$ cat config.mk
export PLATFORM = sky130hd
export DESIGN_NAME = instr_fetch_unit_flat
export DESIGN_NICKNAME = d
export VERILOG_FILES = /design/src/rtl/instr_fetch_unit_if.sv /design/src/rtl/instr_fetch_unit.sv /design/src/flat_wrapper.sv
export SDC_FILE = /design/constraint.sdc
export NUM_CORES = 1
export LEC_CHECK = 0
export ABC_CLOCK_PERIOD_IN_PS = 8800
export CAP_MARGIN = 20
export CELL_PAD_IN_SITES_DETAIL_PLACEMENT = 0
export CELL_PAD_IN_SITES_GLOBAL_PLACEMENT = 1
export CORE_MARGIN = 1
export CORE_UTILIZATION = 40
export CTS_CLUSTER_DIAMETER = 40
export DETAILED_ROUTE_END_ITERATION = 12
export MAX_ROUTING_LAYER = met4
export PLACE_DENSITY_LB_ADDON = 0.3
export SLEW_MARGIN = 20
export SYNTH_ARGS = -nofsm -noshare
export SYNTH_HDL_FRONTEND = slang
export SYNTH_SLANG_ARGS = --single-unit
$ cat constraint.sdc
create_clock -name clk -period 8.8 [get_ports clk]
set_clock_uncertainty 0.05 [all_clocks]
set_input_delay 2.2 -clock clk [delete_from_list [all_inputs] [get_ports clk]]
set_output_delay 2.2 -clock clk [all_outputs]
set_load 0.005 [all_outputs]
$ cat src/rtl/instr_fetch_unit_if.sv
// Fetch-stage bus bundle: instruction ROM port, execute redirect and decode handshake.
// The master modport is the fetch unit. The slave modport is the surrounding pipeline or bench.
interface instr_fetch_unit_if #(
  parameter int ADDR_W = 8
);
  logic [ADDR_W-1:0] imem_addr;
  logic [31:0]       imem_rd;
  logic              redirect_valid;
  logic [ADDR_W-1:0] redirect_pc;
  logic              out_valid;
  logic              out_ready;
  logic [31:0]       out_instr;
  logic [ADDR_W-1:0] out_pc;
  logic              halted;

  modport master (
    output imem_addr,
    input  imem_rd,
    input  redirect_valid,
    input  redirect_pc,
    output out_valid,
    input  out_ready,
    output out_instr,
    output out_pc,
    output halted
  );

  modport slave (
    input  imem_addr,
    output imem_rd,
    output redirect_valid,
    output redirect_pc,
    input  out_valid,
    output out_ready,
    input  out_instr,
    input  out_pc,
    input  halted
  );
endinterface

$ cat src/rtl/instr_fetch_unit.sv
// Instruction fetch stage: owns the fetch PC, reads a same-cycle ROM, buffers {instr, pc}
// in a small prefetch FIFO for decode, and handles redirects and halting on a zero word.
module instr_fetch_unit #(
  parameter int              ADDR_W   = 8,
  parameter logic [ADDR_W-1:0] RESET_PC = '0,
  parameter int              DEPTH    = 2
) (
  input  logic             clk,
  input  logic             rst_n,
  instr_fetch_unit_if.master bus
);

  localparam int PTR_W = (DEPTH > 1) ? $clog2(DEPTH) : 1;
  localparam int CNT_W = $clog2(DEPTH + 1);
  localparam logic [ADDR_W-1:0] RESET_PC_AL = {RESET_PC[ADDR_W-1:2], 2'b00};

  localparam logic [0:0] ST_RUN  = 1'b0;
  localparam logic [0:0] ST_HALT = 1'b1;

  logic [0:0]        state;
  logic [ADDR_W-1:0] fetch_pc;
  logic [PTR_W-1:0]  rd_ptr;
  logic [PTR_W-1:0]  wr_ptr;
  logic [CNT_W-1:0]  count;

  logic [31:0]       mem_instr [DEPTH];
  logic [ADDR_W-1:0] mem_pc    [DEPTH];

  logic empty;
  logic full;
  logic pop;
  logic push;
  logic zero_word;
  logic [ADDR_W-1:0] redirect_target;

  function automatic logic [PTR_W-1:0] next_ptr(input logic [PTR_W-1:0] p);
    return (p == PTR_W'(DEPTH - 1)) ? '0 : p + 1'b1;
  endfunction

  assign empty = (count == '0);
  assign full  = (count == CNT_W'(DEPTH));
  assign pop   = !empty && bus.out_ready;

  // Redirect masks every other event: the ROM word presented in a redirect cycle is discarded.
  assign zero_word = (state == ST_RUN) && !bus.redirect_valid && (bus.imem_rd == 32'd0);
  assign push      = (state == ST_RUN) && !bus.redirect_valid && (bus.imem_rd != 32'd0)
                   && (!full || pop);

  assign redirect_target = {bus.redirect_pc[ADDR_W-1:2], 2'b00};

  // NOTE: sequential state uses non-blocking assignments so every register samples pre-edge values.
  always_ff @(posedge clk or negedge rst_n) begin
    if (!rst_n) begin
      state    <= ST_RUN;
      fetch_pc <= RESET_PC_AL;
      rd_ptr   <= '0;
      wr_ptr   <= '0;
      count    <= '0;
    end else if (bus.redirect_valid) begin
      state    <= ST_RUN;
      fetch_pc <= redirect_target;
      rd_ptr   <= '0;
      wr_ptr   <= '0;
      count    <= '0;
    end else begin
      if (zero_word) begin
        state <= ST_HALT;
      end
      if (push) begin
        fetch_pc <= fetch_pc + ADDR_W'(4);
        wr_ptr   <= next_ptr(wr_ptr);
      end
      if (pop) begin
        rd_ptr <= next_ptr(rd_ptr);
      end
      case ({push, pop})
        2'b10:   count <= count + 1'b1;
        2'b01:   count <= count - 1'b1;
        default: count <= count;
      endcase
    end
  end

  // NOTE: the storage array has no reset; the outputs are gated by count, so stale data is never seen.
  always_ff @(posedge clk) begin
    if (push) begin
      mem_instr[wr_ptr] <= bus.imem_rd;
      mem_pc[wr_ptr]    <= fetch_pc;
    end
  end

  assign bus.imem_addr = fetch_pc;
  assign bus.out_valid = !empty;
  assign bus.out_instr = empty ? 32'd0 : mem_instr[rd_ptr];
  assign bus.out_pc    = empty ? '0 : mem_pc[rd_ptr];
  assign bus.halted    = (state == ST_HALT);

  a_count_bound : assert property (@(posedge clk) disable iff (!rst_n)
    count <= CNT_W'(DEPTH));

  a_pc_aligned : assert property (@(posedge clk) disable iff (!rst_n)
    fetch_pc[1:0] == 2'b00);

  a_no_fetch_when_halted : assert property (@(posedge clk) disable iff (!rst_n)
    (state == ST_HALT) |-> !push);

endmodule

$ cat src/flat_wrapper.sv
// flat-port wrapper written by rule: the top's interface ports become plain ports
module instr_fetch_unit_flat 
#(
  parameter int              ADDR_W   = 8,
  parameter logic [ADDR_W-1:0] RESET_PC = '0,
  parameter int              DEPTH    = 2
)
  (clk, rst_n, bus_imem_addr, bus_imem_rd, bus_redirect_valid, bus_redirect_pc, bus_out_valid, bus_out_ready, bus_out_instr, bus_out_pc, bus_halted);
  instr_fetch_unit_if #(.ADDR_W(ADDR_W)) bus_i ();
  input  logic clk;
  input  logic rst_n;
  output wire logic [$bits(bus_i.imem_addr)-1:0] bus_imem_addr;
  input wire logic [$bits(bus_i.imem_rd)-1:0] bus_imem_rd;
  input wire logic [$bits(bus_i.redirect_valid)-1:0] bus_redirect_valid;
  input wire logic [$bits(bus_i.redirect_pc)-1:0] bus_redirect_pc;
  output wire logic [$bits(bus_i.out_valid)-1:0] bus_out_valid;
  input wire logic [$bits(bus_i.out_ready)-1:0] bus_out_ready;
  output wire logic [$bits(bus_i.out_instr)-1:0] bus_out_instr;
  output wire logic [$bits(bus_i.out_pc)-1:0] bus_out_pc;
  output wire logic [$bits(bus_i.halted)-1:0] bus_halted;
  assign bus_imem_addr = bus_i.imem_addr;
  assign bus_i.imem_rd = bus_imem_rd;
  assign bus_i.redirect_valid = bus_redirect_valid;
  assign bus_i.redirect_pc = bus_redirect_pc;
  assign bus_out_valid = bus_i.out_valid;
  assign bus_i.out_ready = bus_out_ready;
  assign bus_out_instr = bus_i.out_instr;
  assign bus_out_pc = bus_i.out_pc;
  assign bus_halted = bus_i.halted;
  instr_fetch_unit #(.ADDR_W(ADDR_W), .RESET_PC(RESET_PC), .DEPTH(DEPTH)) u_core (.clk(clk), .rst_n(rst_n), .bus(bus_i));
endmodule
* After elaboration in Yosys (flattened, before gate mapping)
Memory sizes are Yosys's and may differ from the RTL's.
Cells that the tools add are included.
** Storage, ports and cells
- Register bits :: 13
- Memories kept :: 2
- RAM bits :: 80
** Cells by class
- Reduce and logical (&&, ||, !) cells :: 16
- $add $sub $neg :: 5
- Multiplexer cells :: 16
- Equal/unequal tests :: 3
- Bitwise logic cells :: 1
** Memories
- u_core.mem_instr :: words 2, bits a word 32, read ports 1, clocked after memory_dff 0, write ports 1, line instr_fetch_unit.sv:26 : logic [31:0] mem_instr [DEPTH];
- u_core.mem_pc :: words 2, bits a word 8, read ports 1, clocked after memory_dff 0, write ports 1, line instr_fetch_unit.sv:27 : logic [ADDR_W-1:0] mem_pc [DEPTH];
** Operators with widths (number)
- logical NOT 32 bit :: 1
- two-way mux 32 bit :: 1
- nonzero test 32 bit :: 1
- two-way mux 8 bit :: 3
- two-way mux 1 bit :: 10
- adder 8 x 3 -> 8 bit (second input constant) :: 1
- nonzero test 2 bit :: 3
- logical AND 1 bit :: 5
- equality test 2 bit (second input constant) :: 2
- one-hot mux 2 bit (2 select lines) :: 1
- logical NOT 1 bit :: 3
- nonzero test 3 bit :: 1
- adder 1 bit (second input constant) :: 2
- adder 2 x 1 -> 2 bit (second input constant) :: 1
- equality test 2 x 1 -> 1 bit (second input constant) :: 1
- logical NOT 2 bit :: 1
- two-way mux 2 bit :: 1
- subtractor 2 x 1 -> 2 bit (second input constant) :: 1
- logical OR 1 bit :: 1
- NOT 1 bit :: 1

* Depth between registers and ports, before layout
Gate-level depths: netlist (run 1).
- Word-level depth :: 8
- Mapped depth :: 5
- Gate-level depth less buffers :: 5

* Worst setup path after synthesis (run 1)
Ideal clock, no wire load.
- Path type :: input to register
- Start point :: input bus_redirect_valid
- End point :: memory u_core.mem_instr[0][0] (enable)
- Arrival time :: 4218 ps
- Required time :: 8317 ps
- Slack :: 4098 ps
- Stages on the path :: 3
- Path through :: nor3_2 -> o21ai_4 -> nor2_1
** Between the ends
- Word-level cells in the longest chain between the ends :: 6
** Ends and longest elaborated chain
- start: declaration :: line flat_wrapper.sv:14 : input wire logic [$bits(bus_i.redirect_valid)-1:0] bus_redirect_valid;
- logical NOT 1 bit :: line instr_fetch_unit.sv:46 : assign push = (state == ST_RUN) && !bus.redirect_valid && (bus.imem_rd != 32'd0)
- logical AND 1 bit (2 in series) :: line instr_fetch_unit.sv:46
- logical AND 1 bit :: line instr_fetch_unit.sv:47 : && (!full || pop);
- two-way mux 1 bit :: line instr_fetch_unit.sv:86 : if (push) begin
- two-way mux 1 bit (not written as such) :: line instr_fetch_unit.sv:87 : mem_instr[wr_ptr] <= bus.imem_rd;
- end: declaration :: line instr_fetch_unit.sv:26
No other way between the ends.

* Final worst setup path (run 1)
- Start point :: register u_core.count[1]
- End point :: output bus_out_instr[16]
** Between the ends
- Word-level cells in the longest chain between the ends :: 2
** Ends and longest elaborated chain
- start: declaration :: line instr_fetch_unit.sv:24 : logic [CNT_W-1:0] count;
- start signal: assignment :: line instr_fetch_unit.sv:77 : 2'b10: count <= count + 1'b1;
- start signal: assignment :: line instr_fetch_unit.sv:78 : 2'b01: count <= count - 1'b1;
- start signal: assignment :: line instr_fetch_unit.sv:79 : default: count <= count;
- logical NOT 2 bit :: line instr_fetch_unit.sv:40 : assign empty = (count == '0);
- two-way mux 32 bit :: line instr_fetch_unit.sv:94 : assign bus.out_instr = empty ? 32'd0 : mem_instr[rd_ptr];
- end: declaration :: line flat_wrapper.sv:18 : output wire logic [$bits(bus_i.out_instr)-1:0] bus_out_instr;
No other way between the ends.

==> impl_results.html, run 1 <==
<table>
<tr><th>Metric</th><th>Value</th></tr>
<tr><th colspan="2">Run status</th></tr>
<tr><td>Run status</td><td>finished, final reports clean</td></tr>
<tr><th colspan="2">Placed design</th></tr>
<tr><td>HPWL after detailed placement</td><td>about 4.5 mm</td></tr>
<tr><td>Placed Instance Area</td><td>~4600 sq um</td></tr>
<tr><td>Placed Instances</td><td>approximately 430</td></tr>
<tr><td>Count of port buffers added during placement</td><td>between 80 and 90</td></tr>
<tr><td>Routability congestion estimate from global placement</td><td>around 0.76</td></tr>
<tr><th colspan="2">Detailed routing</th></tr>
<tr><td>Post-DRT Antenna Nets</td><td>0</td></tr>
<tr><td>Initial DRC Count</td><td>68</td></tr>
<tr><td>Post-detailed-route wirelength per cell</td><td>15.4 um</td></tr>
<tr><td>Via density per instance</td><td>4.98</td></tr>
<tr><td>Vias</td><td>2218</td></tr>
<tr><td>First-pass DRT Iterations</td><td>4</td></tr>
<tr><td>Remaining routing DRC violations</td><td>0</td></tr>
<tr><td>Total wire length after detailed routing</td><td>around 6.9 mm</td></tr>
<tr><th colspan="2">Die</th></tr>
<tr><td>Effective utilization at floorplan</td><td>roughly 41%</td></tr>
<tr><td>Die span in x</td><td>between 90 and 100 um</td></tr>
<tr><td>Die boundary height</td><td>~97 um</td></tr>
<tr><td>Standard-cell rows</td><td>34</td></tr>
<tr><td>Ports</td><td>94</td></tr>
<tr><td>Die Footprint</td><td>approximately 9400 sq um</td></tr>
<tr><td>Core ar.</td><td>between 8000 and 9000 sq um</td></tr>
<tr><th colspan="2">Critical path</th></tr>
<tr><td>Kind of cell adding the most delay to the critical path</td><td>simple AND/OR/NAND/NOR gates</td></tr>
<tr><td>Worst stage delay on the critical path</td><td>a little under 0.8 ns</td></tr>
<tr><td>Largest fanout on the critical path</td><td>40</td></tr>
<tr><td>Worst Setup Path Type</td><td>reg -&gt; out</td></tr>
<tr><td>Chain of cells forming the critical path</td><td>nor2_4, nor2_1, clkdlybuf4s50_1</td></tr>
<tr><td>Critical Path RT</td><td>between 6 and 7 ns</td></tr>
<tr><td>CP arrival</td><td>2.29 ns</td></tr>
<tr><td>Kind of launch point of the worst setup path</td><td>register</td></tr>
<tr><td>Bufs and invs on worst path</td><td>1</td></tr>
<tr><td>Critical Path Slowest Stage Cell</td><td>nor2_4</td></tr>
<tr><td>Category of the worst setup path capture point</td><td>output pin</td></tr>
<tr><th colspan="2">Run</th></tr>
<tr><td>Maximum capacitance violations</td><td>0</td></tr>
<tr><th colspan="2">Synthesis</th></tr>
<tr><td>Syn avg cell area</td><td>roughly 15 sq um</td></tr>
<tr><td>Warnings from Yosys</td><td>0</td></tr>
<tr><td>Gate Count Post-Synth</td><td>about 240</td></tr>
<tr><td>Combined area of all synthesized cells</td><td>3600 sq um</td></tr>
<tr><td>Async set-or-reset flop fraction in the synthesized netlist</td><td>12.6%</td></tr>
<tr><td>Proportion of netlist area held by the largest area contributor</td><td>a little under two thirds</td></tr>
<tr><td>Cell taking the most area after synthesis</td><td>edfxtp_1</td></tr>
<tr><td>Number of flops mapped to enable cells by yosys</td><td>between 70 and 80</td></tr>
<tr><td>Register area share after synthesis</td><td>between 70 and 80%</td></tr>
<tr><td>Number of storage elements in the synthesis netlist</td><td>87</td></tr>
<tr><td>Top cells by area, synth</td><td>edfxtp_1 (63%), mux2i_1 (11%), dfrtp_1 (7.6%)</td></tr>
<tr><td>Number of distinct library cells after synthesis</td><td>32</td></tr>
<tr><td>Most instantiated flip-flop cell in the synthesis netlist</td><td>edfxtp_1</td></tr>
<tr><th colspan="2">Timing</th></tr>
<tr><td>Max-slew violations</td><td>0</td></tr>
<tr><td>Final worst path period need</td><td>between 4 and 5 ns</td></tr>
<tr><td>Setup TNS Final</td><td>0 ns</td></tr>
<tr><td>Final-layout worst hold slack</td><td>around 0.5 ns</td></tr>
<tr><td>Count of final hold-check violations</td><td>0</td></tr>
<tr><td>Highest clock rate</td><td>220 MHz</td></tr>
<tr><td>Final setup violating endpoints</td><td>0</td></tr>
<tr><td>Actual transition at the worst max-transition pin</td><td>between 0.9 and 1 ns</td></tr>
<tr><td>Max-Slew Margin vs Limit</td><td>about a third</td></tr>
<tr><td>Share of the clock period used by the worst path</td><td>between 50% and 60%</td></tr>
<tr><td>Setup repair after global routing missed its margin</td><td>no</td></tr>
<tr><th colspan="2">Power</th></tr>
<tr><td>Proportion of power drawn by combinational gates</td><td>around 16%</td></tr>
<tr><td>Cell-internal power</td><td>between 0.7 and 0.8 mW</td></tr>
<tr><td>Peak supply drop</td><td>0.0972 mV</td></tr>
<tr><td>Power density of the placed cells</td><td>approximately 200 nW/um^2</td></tr>
<tr><td>Fraction of power consumed by sequential logic</td><td>roughly 52%</td></tr>
<tr><td>Power spent charging and discharging nets</td><td>0.215 mW</td></tr>
<tr><td>Static Leak</td><td>about 1.6 nW</td></tr>
<tr><td>Fraction of power consumed by the clock network</td><td>between 30% and 40%</td></tr>
<tr><td>Switching power as a share of total power</td><td>a little under a quarter</td></tr>
<tr><th colspan="2">Cells and area</th></tr>
<tr><td>Number of diodes added for antenna fixing</td><td>0</td></tr>
<tr><td>Fin util</td><td>a little under three fifths</td></tr>
<tr><td>Commonest cells after routing, fill and taps aside</td><td>clkdlybuf4s50_1 (87), edfxtp_1 (76), nor2_1 (44), mux2i_1 (38)</td></tr>
<tr><td>Synth-to-Final Area Change</td><td>34.5%</td></tr>
<tr><td>Most common cell after layout, fill and taps aside</td><td>clkdlybuf4s50_1</td></tr>
<tr><td>Share of post-route cells with drive strength above 1</td><td>under 10%</td></tr>
<tr><td>Final std cells w/o fill</td><td>between 400 and 500</td></tr>
<tr><td>Number of nets in the final layout</td><td>377</td></tr>
<tr><td>Number of filler instances in the final layout</td><td>between 700 and 800</td></tr>
<tr><td>Layout Cell Area excl Fill</td><td>around 4800 sq um</td></tr>
<tr><th colspan="2">Clock network</th></tr>
<tr><td>Sinks on Clock Net</td><td>slightly below 90</td></tr>
<tr><td>Clock insertion delay at the later pin of the skew report</td><td>around 0.35 ns</td></tr>
<tr><td>Cts repair resizes</td><td>0</td></tr>
<tr><td>CTS tree</td><td>yes</td></tr>
<tr><td>Cell at the root of the clock tree</td><td>clkbuf_8</td></tr>
<tr><td>Clock Pin Slew Worst Setup and Hold Paths</td><td>around 0.080 ns</td></tr>
<tr><td>Total number of H-tree levels</td><td>3</td></tr>
<tr><td># Post-CTS Setup Buffers</td><td>0</td></tr>
<tr><td>TritonCTS Buffers</td><td>9</td></tr>
<tr><td>CTS Hold Buffers Added</td><td>0</td></tr>
<tr><td>Clock buffer depth</td><td>2</td></tr>
<tr><th colspan="2">Global route</th></tr>
<tr><td>Global-route wire length before repair</td><td>roughly 11 mm</td></tr>
<tr><td>Maximum number of pins on one net before global-route repair</td><td>41</td></tr>
<tr><td>Antenna violations before repair</td><td>0</td></tr>
<tr><td>Vias in the first global route</td><td>about 2200</td></tr>
<tr><td>GRT Resource Usage Total</td><td>15.7%</td></tr>
<tr><td>Total congestion overflow after global routing</td><td>0</td></tr>
<tr><th colspan="2">Hold path</th></tr>
<tr><td>Worst hold path type</td><td>reg -&gt; reg</td></tr>
</table>
==> power by group through the flow <==
stage	Combinational (mW)	Clock [mW]	Sequential, mW
finish	0.152	0.300	0.498
global route	0.166	0.322	0.500
CTS	0.156	0.307	0.498
detailed placement	0.155	0	0.507
global placement	0.149	0	0.506
floorplan	0.0693	0	0.503
==> area by class of cell <==
cell class                      instances  area, sq um  share of cell area, %
Multi-Input combinational cell        139          985                   20.3
Sequential cell                        87         2560                   52.9
Clock buffer                           13          149                   3.08
Tap cell                              108          135                   2.79
Inverter                                5         18.8                  0.388
Timing Repair Buffer                   90          926                   19.1
Clock inverter                          3         67.6                   1.40
==> synth_stat cells (all sizes together), types with 2 or more instances <==
master,instances
o211ai,2
nor4,10
nor2,47
xor2,4
o21ai,7
a31oi,2
nand3,2
inv,5
mux2i,38
buf,8
dfrtp,11
nor2b,3
nand2,6
edfxtp,76
or3,2
mux2,2
nand4,2
a211oi,2
clkbuf,6
==> final timing paths <==
check / start / endpoint / slack (ns) / depth (start not counted)
max: u_core.count[1] / bus_out_instr[16] / 4.26 / 3
max reg2reg: u_core.count[1] / u_core.mem_instr[0][17] / 6.46 / 5
min in group asynchronous: rst_n / u_core.bus.imem_addr[6] / 2.14 / 1
min reg2reg: u_core.bus.imem_addr[5] / u_core.mem_pc[1][5] / 0.50 / 0
max in group asynchronous: rst_n / u_core.rd_ptr / 6.17 / 1
min: u_core.bus.imem_addr[5] / u_core.mem_pc[1][5] / 0.50 / 0
==> per-layer routing <==
layer	track usage (%)	wire length (um)	vias up
met3	2.82	219	11
li1	-	-	1063
met4	7.23	138	0
met1	19.0	3030	1088
met5	-	0	-
met2	25.5	3480	56
==> state kept, by name, summed over array words and instances (netlist names) <==
register	count
u_core.mem_instr	64
u_core.mem_pc	12
u_core.bus.imem_addr	6
u_core.count	2
u_core.bus.halted	1
u_core.rd_ptr	1
u_core.wr_ptr	1
==> stage by stage <==
stage          power (mW)  setup slack, ns
4_1_cts             0.960             4.18
6_report            0.950             4.26
3_3_place_gp        0.654             3.95
3_5_place_dp        0.662             4.04
2_1_floorplan       0.572             4.10
5_1_grt             0.988             4.12
==> kinds of logic after synthesis <==
| family | synth area share [%] |
|---|---|
| adders and majority gates | 0.348 |
| xor gates and xnor gates | 1.22 |
| DFF | 71.1 |
| other | 0.104 |
| muxes | 11.4 |
| AOI/OAI and AO/OA | 2.82 |
| and+or+nand+nor | 10.5 |
| buffers and inverters | 2.50 |
Note: power is estimated with default switching activity, not from simulation.
==> run 2: changes to the inputs <==
--- a/config.mk
+++ b/config.mk
@@ -5,12 +5,12 @@
 export SDC_FILE = /design/constraint.sdc
 export NUM_CORES = 1
 export LEC_CHECK = 0
-export ABC_CLOCK_PERIOD_IN_PS = 8800
+export ABC_CLOCK_PERIOD_IN_PS = 4100
 export CAP_MARGIN = 20
 export CELL_PAD_IN_SITES_DETAIL_PLACEMENT = 0
 export CELL_PAD_IN_SITES_GLOBAL_PLACEMENT = 1
 export CORE_MARGIN = 1
-export CORE_UTILIZATION = 40
+export CORE_UTILIZATION = 35
 export CTS_CLUSTER_DIAMETER = 40
 export DETAILED_ROUTE_END_ITERATION = 12
 export MAX_ROUTING_LAYER = met4
==> constraint.sdc (replaced) <==
create_clock -name clk -period 4.1 [get_ports clk]
set_clock_uncertainty 0.05 [all_clocks]
set_input_delay 1.025 -clock clk [delete_from_list [all_inputs] [get_ports clk]]
set_output_delay 1.025 -clock clk [all_outputs]
set_load 0.005 [all_outputs]
==> run 2 against run 1 <==
  * Sequential share of layout area stayed put
  * Register-to-register slack worse by 4.4 ns
  * Clock power rose by 93%
  * Count of clock-buffer cells in the layout shrank 4
  * Wire length decreased by 0.51%
  * Die area increased by 14%
  * Sequential power rose by 110%
==> impl_results.html, run 2 (synthesis gave the netlist of run 1 again) <==
<table>
<tr><th>Metric</th><th>Value</th></tr>
<tr><th colspan="2">Timing</th></tr>
<tr><td>Share of the clock period used by the worst path</td><td>80.1%</td></tr>
<tr><td>Final-layout worst hold slack</td><td>0.513 ns (+0.0111 ns)</td></tr>
<tr><td>Setup repair after global routing missed its margin</td><td>no</td></tr>
<tr><td>Highest clock rate</td><td>305 MHz</td></tr>
<tr><td>Final worst path period need</td><td>around 3.3 ns</td></tr>
<tr><td>Actual transition at the worst max-transition pin</td><td>0.724 ns (-0.254 ns)</td></tr>
<tr><td>Setup TNS Final</td><td>0 ns (unchanged)</td></tr>
<tr><td>Max-Slew Margin vs Limit</td><td>51.6% (+17 points)</td></tr>
<tr><td>Count of final hold-check violations</td><td>0 (unchanged)</td></tr>
<tr><td>Final setup violating endpoints</td><td>0 (unchanged)</td></tr>
<tr><td>Max-slew violations</td><td>0 (unchanged)</td></tr>
<tr><th colspan="2">Critical path</th></tr>
<tr><td>Worst Setup Path Type</td><td>reg -&gt; out</td></tr>
<tr><td>Launch point of the critical path</td><td>u_core.count[1]</td></tr>
<tr><td>CP arrival</td><td>2.21 ns (-0.08 ns)</td></tr>
<tr><td>Largest fanout on the critical path</td><td>28 (-30%)</td></tr>
<tr><td>Critical Path RT</td><td>3.02 ns (-3.53 ns)</td></tr>
<tr><td>Kind of launch point of the worst setup path</td><td>register</td></tr>
<tr><td>Category of the worst setup path capture point</td><td>output pin</td></tr>
<tr><td>Worst reg2reg startpoint</td><td>u_core.count[1]</td></tr>
<tr><th colspan="2">Detailed routing</th></tr>
<tr><td>Post-detailed-route wirelength per cell</td><td>14.4 um (-6.4%)</td></tr>
<tr><td>Remaining routing DRC violations</td><td>0 (unchanged)</td></tr>
<tr><td>Post-DRT Antenna Nets</td><td>0 (unchanged)</td></tr>
<tr><td>Initial DRC Count</td><td>60 (-12%)</td></tr>
<tr><td>Vias</td><td>2207 (-0.50%)</td></tr>
<tr><td>First-pass DRT Iterations</td><td>4 (unchanged)</td></tr>
<tr><td>Total wire length after detailed routing</td><td>6.83 mm (-0.51%)</td></tr>
<tr><td>Via density per instance</td><td>4.67 (-6.4%)</td></tr>
<tr><th colspan="2">Clock network</th></tr>
<tr><td>Clock Pin Slew Worst Setup and Hold Paths</td><td>0.08 ns (about the same)</td></tr>
<tr><td>CTS tree</td><td>yes</td></tr>
<tr><td># Post-CTS Setup Buffers</td><td>0 (unchanged)</td></tr>
<tr><td>Clock buffer depth</td><td>2 (unchanged)</td></tr>
<tr><td>Clock insertion delay at the later pin of the skew report</td><td>0.34 ns (about the same)</td></tr>
<tr><td>Cts repair resizes</td><td>0 (unchanged)</td></tr>
<tr><td>Total number of H-tree levels</td><td>3 (unchanged)</td></tr>
<tr><td>CTS Hold Buffers Added</td><td>0 (unchanged)</td></tr>
<tr><td>Cell at the root of the clock tree</td><td>clkbuf_8</td></tr>
<tr><td>TritonCTS Buffers</td><td>9 (unchanged)</td></tr>
<tr><td>Sinks on Clock Net</td><td>87 (unchanged)</td></tr>
<tr><th colspan="2">Cells and area</th></tr>
<tr><td>Register containing the most flip-flops in the final layout</td><td>u_core.mem_instr</td></tr>
<tr><td>Synth-to-Final Area Change</td><td>34.5% (unchanged)</td></tr>
<tr><td>Most common cell after layout, fill and taps aside</td><td>clkdlybuf4s50_1</td></tr>
<tr><td>Layout Cell Area excl Fill</td><td>4840 sq um (unchanged)</td></tr>
<tr><td>Sequential standard cell area</td><td>2560 sq um (unchanged)</td></tr>
<tr><td>Share of post-route cells with drive strength above 1</td><td>10.6% (+1.7 points)</td></tr>
<tr><td>Commonest cells after routing, fill and taps aside</td><td>clkdlybuf4s50_1 (87), edfxtp_1 (76), nor2_1 (44), mux2i_1 (38), dfrtp_1 (10)</td></tr>
<tr><td>Number of filler instances in the final layout</td><td>860 (+15%)</td></tr>
<tr><td>Largest register FFs</td><td>64 (unchanged)</td></tr>
<tr><td>Multi-input gate area in the final layout</td><td>985 sq um (unchanged)</td></tr>
<tr><td>Number of nets in the final layout</td><td>380 (+0.80%)</td></tr>
<tr><td>Number of diodes added for antenna fixing</td><td>0 (unchanged)</td></tr>
<tr><th colspan="2">Global route</th></tr>
<tr><td>GRT Resource Usage Total</td><td>14.2% (-1.5 points)</td></tr>
<tr><td>Vias in the first global route</td><td>2126 (-3.4%)</td></tr>
<tr><td>Antenna violations before repair</td><td>0 (unchanged)</td></tr>
<tr><td>Total congestion overflow after global routing</td><td>0 (unchanged)</td></tr>
<tr><td>Maximum number of pins on one net before global-route repair</td><td>39 (-4.9%)</td></tr>
<tr><td>Global-route wire length before repair</td><td>10.7 mm (-1.9%)</td></tr>
<tr><th colspan="2">Placed design</th></tr>
<tr><td>Placed Instance Area</td><td>4640 sq um (+0.46%)</td></tr>
<tr><td>Routability congestion estimate from global placement</td><td>0.729 (-4.4%)</td></tr>
<tr><td>HPWL after detailed placement</td><td>4.49 mm (-1.0%)</td></tr>
<tr><td>Count of port buffers added during placement</td><td>87 (unchanged)</td></tr>
<tr><th colspan="2">Die</th></tr>
<tr><td>Core ar.</td><td>9860 sq um (+13%)</td></tr>
<tr><td>Die Footprint</td><td>10700 sq um (+14%)</td></tr>
<tr><td>Effective utilization at floorplan</td><td>36.5% (-4.8 points)</td></tr>
<tr><td>Die span in x</td><td>103 um (+6.8%)</td></tr>
<tr><td>Standard-cell rows</td><td>36 (+5.9%)</td></tr>
<tr><td>Ports</td><td>94 (unchanged)</td></tr>
<tr><td>Die boundary height</td><td>103 um (+6.8%)</td></tr>
<tr><th colspan="2">Power</th></tr>
<tr><td>Power density of the placed cells</td><td>407 nW/um^2 (+110%)</td></tr>
<tr><td>Peak supply drop</td><td>0.169 mV (+74%)</td></tr>
<tr><td>Static Leak</td><td>1.64 nW (+0.22%)</td></tr>
<tr><th colspan="2">Run</th></tr>
<tr><td>Maximum capacitance violations</td><td>0 (unchanged)</td></tr>
<tr><th colspan="2">Run status</th></tr>
<tr><td>Run status</td><td>finished, final reports clean</td></tr>
<tr><th colspan="2">Hold path</th></tr>
<tr><td>Min-delay src</td><td>u_core.bus.imem_addr[5]</td></tr>
<tr><td>Worst hold path type</td><td>reg -&gt; reg</td></tr>
</table>
[run 2: worst max-delay path, cell delays in order (launching register included)]
cell             delay, ns
dfrtp_1               0.46
nor2_4                0.61
buf_4                 0.29
inv_1                 0.07
clkdlybuf4s50_1       0.45
[run 2: report_power, final]
| group | internal (mW) | total, mW | switching (mW) |
|---|---|---|---|
| logic | 0.180 | 0.324 | 0.145 |
| clock network | 0.284 | 0.580 | 0.296 |
| registers | 1.04 | 1.07 | 0.0307 |
[run 2: path summary, 6_finish.rpt]
check,endpoint,slack (ns),cells after the start
worst max-delay path,bus_out_valid,0.82,4
worst min-delay path,u_core.mem_pc[0][5],0.51,0
worst max register to register,u_core.mem_instr[1][9],2.06,5
worst min register to register,u_core.mem_pc[0][5],0.51,0
max in group asynchronous,u_core.rd_ptr,2.65,1
min in group asynchronous,u_core.bus.imem_addr[5],0.97,1
[run 2: cell type report]
cell class	count	share of cell area (%)
clock buffer	9	2.56
clock inverter	7	1.47
timing repair buffer	93	18.9
tap	133	3.44
multi-input combinational	139	20.3
inverter	5	0.388
sequential	87	52.9
[run 2: per-layer routing]
layer | up-vias | GRT usage (%) | part of all wire (%)
met4 | 0 | 6.18 | 1.2
met1 | 1076 | 17.2 | 44
met3 | 8 | 2.62 | 3.6
li1 | 1072 | - | -
met2 | 51 | 23.1 | 51
met5 | - | - | 0
[run 2: metrics by stage]
step / util (%) / setup slack (ns) / power (mW) / instances
global placement: 47.1 / 0.603 / 1.41 / 457
finish: 49.1 / 0.817 / 1.97 / 473
detailed placement: 47.1 / 0.586 / 1.42 / 457
floorplan: - / 0.573 / 1.23 / 245
CTS: 49.1 / 0.731 / 2.00 / 473
global route: 49.1 / 0.630 / 2.08 / 473
==> run 3: changes to the inputs <==
--- a/config.mk
+++ b/config.mk
@@ -5,7 +5,7 @@
 export SDC_FILE = /design/constraint.sdc
 export NUM_CORES = 1
 export LEC_CHECK = 0
-export ABC_CLOCK_PERIOD_IN_PS = 4100
+export ABC_CLOCK_PERIOD_IN_PS = 2600
 export CAP_MARGIN = 20
 export CELL_PAD_IN_SITES_DETAIL_PLACEMENT = 0
 export CELL_PAD_IN_SITES_GLOBAL_PLACEMENT = 1
==> constraint.sdc (replaced) <==
create_clock -name clk -period 2.6 [get_ports clk]
set_clock_uncertainty 0.05 [all_clocks]
set_input_delay 0.65 -clock clk [delete_from_list [all_inputs] [get_ports clk]]
set_output_delay 0.65 -clock clk [all_outputs]
set_load 0.005 [all_outputs]
==> run 3 against run 2 <==
  * Core utilization is 3.6 points higher
  * Clock power is 76% higher
  * Count of clock-buffer cells in the layout unchanged
  * Power up 66%
  * Flip-flop and latch count unchanged
  * Global-route usage rose by 0.41 points
  * Critical path depth is 2 higher
  * Setup slack worse by 0.77 ns
  * Cell area is 7.4% higher
  * Non-clock buffer count is 34 higher
  * Final cell count is 7.2% higher
  * Largest cell class unchanged
==> impl_results.html, run 3 (synthesis gave the netlist of run 1 again) <==
<table>
<tr><th>Metric</th><th>Value</th></tr>
<tr><th colspan="2">Run status</th></tr>
<tr><td>Run status</td><td>finished, final reports clean</td></tr>
<tr><th colspan="2">Critical path</th></tr>
<tr><td>CP arrival</td><td>2.74 ns (+0.53 ns)</td></tr>
<tr><td>Worst stage delay on the critical path</td><td>0.45 ns (-0.16 ns)</td></tr>
<tr><td>Critical Path Slowest Stage Cell</td><td>clkdlybuf4s50_1</td></tr>
<tr><td>Kind of launch point of the worst setup path</td><td>input port</td></tr>
<tr><td>Chain of cells forming the critical path</td><td>clkdlybuf4s50_1, nor4_2, nand4_1, o21ai_4, mux2_4, mux2_4</td></tr>
<tr><td>Critical Path RT</td><td>2.78 ns (-0.24 ns)</td></tr>
<tr><td>Crit path top cell by count</td><td>mux2_4</td></tr>
<tr><td>Largest fanout on the critical path</td><td>5 (-82%)</td></tr>
<tr><td>Worst Setup Path Type</td><td>in -&gt; reg</td></tr>
<tr><td>Category of the worst setup path capture point</td><td>register</td></tr>
<tr><th colspan="2">Timing</th></tr>
<tr><td>Max-slew violations</td><td>0 (unchanged)</td></tr>
<tr><td>Count of final hold-check violations</td><td>0 (unchanged)</td></tr>
<tr><td>Actual transition at the worst max-transition pin</td><td>0.588 ns (-0.135 ns)</td></tr>
<tr><td>Final setup violating endpoints</td><td>0 (unchanged)</td></tr>
<tr><td>Max-Slew Margin vs Limit</td><td>60.7% (+9.1 points)</td></tr>
<tr><td>Highest clock rate</td><td>~400 MHz</td></tr>
<tr><td>Share of the clock period used by the worst path</td><td>98.2%</td></tr>
<tr><td>Worst-case setup margin in the final layout</td><td>0.0463 ns (-0.770 ns)</td></tr>
<tr><td>Final worst path period need</td><td>between 2 and 3 ns</td></tr>
<tr><td>Final-layout worst hold slack</td><td>0.499 ns (-0.0140 ns)</td></tr>
<tr><th colspan="2">Die</th></tr>
<tr><td>Die boundary height</td><td>103 um (unchanged)</td></tr>
<tr><td>Core ar.</td><td>9860 sq um (unchanged)</td></tr>
<tr><td>Effective utilization at floorplan</td><td>36.5% (unchanged)</td></tr>
<tr><td>Standard-cell rows</td><td>36 (unchanged)</td></tr>
<tr><td>Die Footprint</td><td>10700 sq um (unchanged)</td></tr>
<tr><td>Die span in x</td><td>103 um (unchanged)</td></tr>
<tr><td>Ports</td><td>94 (unchanged)</td></tr>
<tr><th colspan="2">Clock network</th></tr>
<tr><td>Clock insertion delay at the later pin of the skew report</td><td>0.34 ns (about the same)</td></tr>
<tr><td>CTS tree</td><td>yes</td></tr>
<tr><td>Total number of H-tree levels</td><td>3 (unchanged)</td></tr>
<tr><td>CTS Hold Buffers Added</td><td>0 (unchanged)</td></tr>
<tr><td>Clock Pin Slew Worst Setup and Hold Paths</td><td>0.08 ns (about the same)</td></tr>
<tr><td>Clock buffer depth</td><td>2 (unchanged)</td></tr>
<tr><td>Cell at the root of the clock tree</td><td>clkbuf_8</td></tr>
<tr><td>Sinks on Clock Net</td><td>87 (unchanged)</td></tr>
<tr><td>TritonCTS Buffers</td><td>9 (unchanged)</td></tr>
<tr><th colspan="2">Power</th></tr>
<tr><td>Static Leak</td><td>1.83 nW (+12%)</td></tr>
<tr><td>Power density of the placed cells</td><td>630 nW/um^2 (+55%)</td></tr>
<tr><td>Peak supply drop</td><td>0.293 mV (+73%)</td></tr>
<tr><th colspan="2">Placed design</th></tr>
<tr><td>Count of port buffers added during placement</td><td>87 (unchanged)</td></tr>
<tr><td>HPWL after detailed placement</td><td>4.97 mm (+11%)</td></tr>
<tr><td>Pre-CTS setup slack</td><td>-0.362 ns (-0.948 ns)</td></tr>
<tr><td>Routability congestion estimate from global placement</td><td>0.754 (+3.5%)</td></tr>
<tr><td>Placed Instances</td><td>490 (+7.2%)</td></tr>
<tr><th colspan="2">Global route</th></tr>
<tr><td>Antenna violations before repair</td><td>0 (unchanged)</td></tr>
<tr><td>Global-route wire length before repair</td><td>11.0 mm (+2.5%)</td></tr>
<tr><td>Vias in the first global route</td><td>2289 (+7.7%)</td></tr>
<tr><td>GRT Resource Usage Total</td><td>14.6% (+0.41 points)</td></tr>
<tr><td>Maximum number of pins on one net before global-route repair</td><td>41 (+5.1%)</td></tr>
<tr><td>Total congestion overflow after global routing</td><td>0 (unchanged)</td></tr>
<tr><th colspan="2">Cells and area</th></tr>
<tr><td>Commonest cells after routing, fill and taps aside</td><td>clkdlybuf4s50_1 (87), edfxtp_1 (76), nor2_1 (44), mux2i_1 (38), buf_4 (35)</td></tr>
<tr><td>Largest register FFs</td><td>64 (unchanged)</td></tr>
<tr><td>Register containing the most flip-flops in the final layout</td><td>u_core.mem_instr</td></tr>
<tr><td>Final std cells w/o fill</td><td>507 (+7.2%)</td></tr>
<tr><td>Number of diodes added for antenna fixing</td><td>0 (unchanged)</td></tr>
<tr><td>Synth-to-Final Area Change</td><td>44.4%</td></tr>
<tr><td>Fin util</td><td>52.7% (+3.6 points)</td></tr>
<tr><td>Share of post-route cells with drive strength above 1</td><td>19.0% (+8.4 points)</td></tr>
<tr><td>Most common cell after layout, fill and taps aside</td><td>clkdlybuf4s50_1</td></tr>
<tr><td>Number of nets in the final layout</td><td>414 (+8.9%)</td></tr>
<tr><th colspan="2">Detailed routing</th></tr>
<tr><td>First-pass DRT Iterations</td><td>5 (+1)</td></tr>
<tr><td>Post-detailed-route wirelength per cell</td><td>14.4 um (-0.29%)</td></tr>
<tr><td>Total wire length after detailed routing</td><td>7.30 mm (+6.9%)</td></tr>
<tr><td>Via density per instance</td><td>4.63 (-0.87%)</td></tr>
<tr><td>Initial DRC Count</td><td>53 (-12%)</td></tr>
<tr><td>Remaining routing DRC violations</td><td>0 (unchanged)</td></tr>
<tr><td>Post-DRT Antenna Nets</td><td>0 (unchanged)</td></tr>
<tr><td>Vias</td><td>2345 (+6.3%)</td></tr>
<tr><th colspan="2">Hold path</th></tr>
<tr><td>Worst hold path type</td><td>reg -&gt; reg</td></tr>
<tr><th colspan="2">Run</th></tr>
<tr><td>Maximum capacitance violations</td><td>0 (unchanged)</td></tr>
</table>
run 3: report_power, final:
| group | switching, mW | internal, mW | total, mW |
|---|---|---|---|
| Clock | 0.472 | 0.544 | 1.02 |
| Sequential | 0.0483 | 1.63 | 1.68 |
| Combinational | 0.242 | 0.333 | 0.575 |
| Total | 0.762 | 2.51 | 3.27 |
run 3: layer usage:
| metal | part of all wire [%] | wire, um | GRT usage, % |
|---|---|---|---|
| met1 | 43 | 3160 | 17.8 |
| met2 | 51 | 3730 | 24.0 |
| met3 | 4.0 | 294 | 2.22 |
| met5 | 0 | 0 | - |
| met4 | 1.5 | 113 | 6.50 |
run 3: path summary, 6_finish.rpt:
| kind | start | end | slack (ns) | depth (start not counted) |
|---|---|---|---|---|
| max | bus_imem_rd[6] | u_core.bus.imem_addr[3] | 0.05 | 6 |
| max in group asynchronous | rst_n | u_core.rd_ptr | 1.51 | 1 |
| min in group asynchronous | rst_n | u_core.bus.imem_addr[2] | 0.60 | 1 |
| min | u_core.bus.imem_addr[7] | u_core.mem_pc[0][7] | 0.50 | 0 |
| max reg2reg | u_core.count[1] | u_core.mem_instr[1][3] | 0.48 | 5 |
| min reg2reg | u_core.bus.imem_addr[7] | u_core.mem_pc[0][7] | 0.50 | 0 |
run 3: through the flow:
| stage | cell area, sq um | TNS [ns] | power [mW] |
|---|---|---|---|
| finish | 5200 | 0 | 3.27 |
| detailed placement | 4960 | -19.86 | 2.30 |
| global placement | 4910 | -29.84 | 2.27 |
| global route | 5200 | -0.0180 | 3.42 |
| floorplan | 3610 | -41.94 | 1.94 |
| CTS | 5180 | 0 | 3.31 |
run 3: critical path: cells and delay by family:
kind / cells / cell delay (ns)
mux: 2 / 0.59
simple gates: 2 / 0.71
buf+inv: 1 / 0.45
compound gates: 1 / 0.33
run 3: timing repair:
item	in CTS	in global routing
setup endpoints to repair	0	62
resized for setup	0	1
buffers inserted	0	1
run 3: cell type report:
type / count / area (sq um)
Clock buffer: 9 / 124
Clock inverter: 7 / 96.3
Fill cell: 866 / 4670
Inverter: 5 / 18.8
Multi-Input combinational cell: 139 / 991
Sequential cell: 87 / 2560
Tap cell: 133 / 166
Timing Repair Buffer: 127 / 1240
